--- config.mk ---
export PLATFORM = sky130hd
export DESIGN_NAME = prog_counter
export DESIGN_NICKNAME = d
export VERILOG_FILES = /design/src/rtl/prog_counter.sv
export SDC_FILE = /design/constraint.sdc
export NUM_CORES = 1
export LEC_CHECK = 0
export CELL_PAD_IN_SITES_DETAIL_PLACEMENT = 1
export CELL_PAD_IN_SITES_GLOBAL_PLACEMENT = 2
export CORE_MARGIN = 5
export CORE_UTILIZATION = 33
export DETAILED_ROUTE_END_ITERATION = 10
export PLACE_DENSITY = 0.88
export SLEW_MARGIN = 20
export SYNTH_ARGS = -nofsm -noshare
export SYNTH_HDL_FRONTEND = slang
export SYNTH_SLANG_ARGS = --single-unit
--- constraint.sdc ---
create_clock -name clk -period 4.4 [get_ports clk]
set_input_delay 1.32 -clock clk [delete_from_list [all_inputs] [get_ports clk]]
set_output_delay 1.32 -clock clk [all_outputs]
set_load 0.01 [all_outputs]
--- src/rtl/prog_counter.sv ---
// rtl/prog_counter.sv - programmable up/down counter with prescaler, wrap/saturate/one-shot modes
module prog_counter #(
  parameter int WIDTH      = 8,
  parameter int PRESCALE_W = 8
) (
  input  logic                  clk,
  input  logic                  rst,
  input  logic                  enable,
  input  logic                  load,
  input  logic [WIDTH-1:0]      load_value,
  input  logic                  direction,
  input  logic [WIDTH-1:0]      max_value,
  input  logic [PRESCALE_W-1:0] prescale,
  input  logic [1:0]            mode,
  output logic [WIDTH-1:0]      count,
  output logic                  tc_pulse,
  output logic                  active
);

  localparam logic [1:0] MODE_SAT     = 2'b01;
  localparam logic [1:0] MODE_ONESHOT = 2'b10;

  logic [PRESCALE_W-1:0] pcnt;
  logic                  tick;
  logic                  at_term;
  logic                  stuck_at_term;
  logic [WIDTH-1:0]      term_val;
  logic [WIDTH-1:0]      next_count;
  logic                  next_active;
  logic                  next_tc;

  always_comb begin
    // >= rather than == so a prescale shrunk below pcnt recovers on the next enabled cycle
    tick          = enable & active & ~load & (pcnt >= prescale);
    at_term       = direction ? (count >= max_value) : (count == '0);
    term_val      = direction ? max_value : '0;
    stuck_at_term = ((mode == MODE_SAT) || (mode == MODE_ONESHOT)) && (count == term_val);
    next_count    = count;
    next_active   = active;
    if (!at_term) begin
      next_count = direction ? count + 1'b1 : count - 1'b1;
    end else begin
      case (mode)
        MODE_SAT:     next_count  = term_val;
        MODE_ONESHOT: next_active = 1'b0;
        default:      next_count  = direction ? '0 : max_value;
      endcase
    end
    next_tc = (next_count == term_val) && !stuck_at_term;
  end

  always_ff @(posedge clk or posedge rst) begin
    if (rst) begin
      count    <= '0;
      pcnt     <= '0;
      tc_pulse <= 1'b0;
      active   <= 1'b1;
    end else if (load) begin
      count    <= load_value;
      pcnt     <= '0;
      tc_pulse <= 1'b0;
      active   <= 1'b1;
    end else if (tick) begin
      count    <= next_count;
      pcnt     <= '0;
      tc_pulse <= next_tc;
      active   <= next_active;
    end else begin
      tc_pulse <= 1'b0;
      if (enable && active) begin
        pcnt <= pcnt + 1'b1;
      end
    end
  end

endmodule

==> results.tsv <==
stage	metric	value	unit
floorplan	area of the die	8570	µm²
yosys	XOR/XNOR Fraction of Synth Area	0.0584	
power_and_ir_drop	Max VDD drop	0.0739	mV
placed_design	post-detail-place hpwl	6140	µm
min_path	hold path startpoint	active	
critical_path	Reg2Reg Capture Point	tc_pulse	
route	met1 wire length	3540	µm
yosys	dominant cell type by area after synthesis	dfrtp_1	
critical_path	r2r setup slk	1.27	ns
yosys	syn_area_per_cell	7.87	µm²
grt	antenna violations before repair	0	
cells_and_area	nets@finish	391	
cts	post-CTS setup buffer count	0	
timing	Worst-Margin Slew	0.714	ns
cells_and_area	Final Cell Area	2870	µm²
timing	Final Critical Period	4.05	ns
yosys	Netlist Area Pre-Place	2250	µm²
yosys	Post-synth EDFFs	0	
timing	Final Max Slew Viols	0	
min_path	HP Class	flip-flop to flip-flop	
cts	post_cts resized	0	
floorplan	FP Rows	30	
power_and_ir_drop	Lkg Pwr	1.30	nW
route	WL met2	3440	µm
cells_and_area	non-filler instance count after layout	413	
cells_and_area	share of cells above drive strength 1	0.0841	
power_and_ir_drop	Pwr Density	225	nW/µm²
route	drt first pass iters	4	
route	met3 wire length	341	µm
cts	CTS tree	built	
cells_and_area	Area growth syn-to-layout	27.4	%
critical_path	Startpoint Class	input port	
timing	hold_ws	0.542	ns
placed_design	routability cong.	0.930	
yosys	most frequent cell after synthesis	nor2_1	
min_path	worst hold path endpoint	active	
timing	Layout Skew	0.00333	ns
yosys	top cells by count, synth	29 x nor2_1, 28 x nand2_1, 25 x ha_1	
yosys	asr flop ratio synth	1.00	
timing	setup TNS	0	ns
yosys	share of the synthesized area in the top cell type	0.189	
yosys	Ys Warns	0	
cts	Root Buffer Master	clkbuf_8	
yosys	Synth Area in Compound Gates	0.287	
route	vias per cell	5.69	
cells_and_area	n_diodes	0	
cells_and_area	Layout Utilization	0.427	
grt	vias in the first global route	2470	
timing	RSZ-0062 raised after global routing	no	
timing	setup violators final	0	
yosys	Unique masters post-synth	58	
cts	Num CTS Buffers	3	
yosys	Simple-Gate Fraction of Synth Area	0.211	
yosys	Synth Area in Adders	0.148	
yosys	Seq/Total Area, Yosys	0.201	
route	drc violations	0	
floorplan	core area	6720	µm²
yosys	multiplexer share of the synthesized area	0.0322	
timing	Max Clk Rate	247	MHz
grt	global-route wire length before repair	12600	µm
timing	final worst path period share	0.919	
critical_path	Worst R2R Start	count[0]	
placed_design	count of input and output buffers	40	
route	Post-Route WL	7520	µm
route	DR vias	2349	
critical_path	WP data required	4.60	ns
critical_path	critical path endpoint category	flip-flop	
grt	largest net degree at the start of global routing	22	
critical_path	critical path class	input port to flip-flop	
cts	Hold Buf Count CTS	0	
critical_path	Worst EP arrival	4.25	ns
placed_design	Inst Count DP	409	
yosys	Synth area leaders	dfrtp_1 19%, ha_1 14%, nor2_1 4.8%	
cts	Clk pin slew, worst setup/hold paths	0.07	ns
min_path	Hold Path Depth	1	
yosys	#FFs+latches synth	18	
placed_design	dpl cell area	2810	µm²
run_status	outcome	completed	
cts	H-tree depth	1	
cts	TritonCTS Sinks	18	
route	Antenna Nets Post-Route	0	
route	top routing layer used	met4	
floorplan	starting density of the core	0.335	
route	average wire per standard cell	18.2	µm
floorplan	chip width	92.6	µm
grt	GR Util All Layers	0.185	
critical_path	CP max FO	6	
grt	grt total ovfl	0	
yosys	net count after synthesis	343	
yosys	Most used DFF post-synth	dfrtp_1	
cts	clock latency on the worst-skew pair	0.26	ns
floorplan	Boundary Pins	41	
yosys	largest family of logic cells by synthesized area	compound AO/OA/AOI/OAI gates	
route	initial DRC count	130	
timing	Slew HR	0.523	
cts	clk buf depth	2	
timing	Hold Vio Cnt, Final	0	
critical_path	reg2reg path depth	10	
yosys	Synth Instances	286	
floorplan	die span in y	92.6	µm
job	max-cap violations	0	
==> metrics by stage <==
| stage | setup WS, ns | power, W |
|---|---|---|
| final | 0.354 | 0.000645 |
| after CTS | 0.365 | 0.000650 |
| after global routing | 0.123 | 0.000694 |
| after floorplan | 0.921 | 0.000386 |
| after detailed placement | 0.0941 | 0.000509 |
| after global placement | 0.0668 | 0.000506 |
==> sequential cells by signal (all words and copies together), names as in the netlist <==
register	count
active	1
tc_pulse	1
pcnt	8
count	8
==> cell families after synthesis <==
logic type               Yosys count
multiplexers                       7
adder cells (fa/ha/maj)           26
XOR/XNOR                          15
flip-flops                        18
buffers and inverters             36
AND/OR/NAND/NOR                   99
AO/OA/AOI/OAI                     85
==> placed cells by master (no fill, tap or decap), drive strengths merged, types with 2 or more instances in the layout <==
master / n
xor2: 8
ha: 25
a22o: 6
nor4: 2
buf: 15
a22oi: 4
or4: 2
clkbuf: 4
and2: 2
nand4: 4
a2111oi: 2
nand2: 28
xnor2: 7
dfrtp: 17
a21o: 8
o22a: 2
o21bai: 2
o21a: 2
o21ai: 17
nor2: 29
o211ai: 4
clkdlybuf4s50: 40
a32oi: 2
a211oi: 2
mux2i: 5
nand3: 10
inv: 24
o311ai: 2
a21oi: 12
mux2: 2
nand2b: 5
nor3: 3
a211o: 2
o221ai: 2
a311oi: 2
and3: 3
a221o: 5
nor2b: 5
==> critical path, cell delays in order <==
cell and delay, ns:
clkdlybuf4s50_1 0.55, inv_1 0.12, ha_1 0.32, and3_1 0.17
o21ai_1 0.07, a31oi_2 0.38, o21a_1 0.28, mux2_2 0.40
xnor2_1 0.13, o311ai_1 0.29, and4_1 0.23
==> how the worst max path moves through the flow <==
stage	startpoint	endpoint	slack, ns	cells after the start
after detailed placement	direction	tc_pulse	0.09	11
after global placement	max_value[2]	tc_pulse	0.07	11
after global routing	direction	tc_pulse	0.12	11
after floorplan	max_value[7]	tc_pulse	0.92	11
final	max_value[2]	tc_pulse	0.35	11
after CTS	direction	tc_pulse	0.36	11
==> per-layer routing <==
metal | global-route usage | vias up
met5 | 0 | -
met4 | 0.0718 | 0
met3 | 0.0244 | 14
met2 | 0.299 | 59
met1 | 0.248 | 1134
li1 | - | 1142
==> power breakdown <==
group / internal, W / switching, W / total, W
logic: 0.000147 / 0.000163 / 0.000310
registers: 0.000174 / 0.0000235 / 0.000197
clock network: 0.0000796 / 0.0000583 / 0.000138
==> final cells by class <==
class	count	area [µm²]
fillers	820	3850
multi-input cells	232	1660
repair buffers	55	513
flip-flops and latches	18	452
well taps	80	100
inverters	24	90.1
clock buffers	4	55.1
No activity file was read; power rests on OpenSTA's default activity.
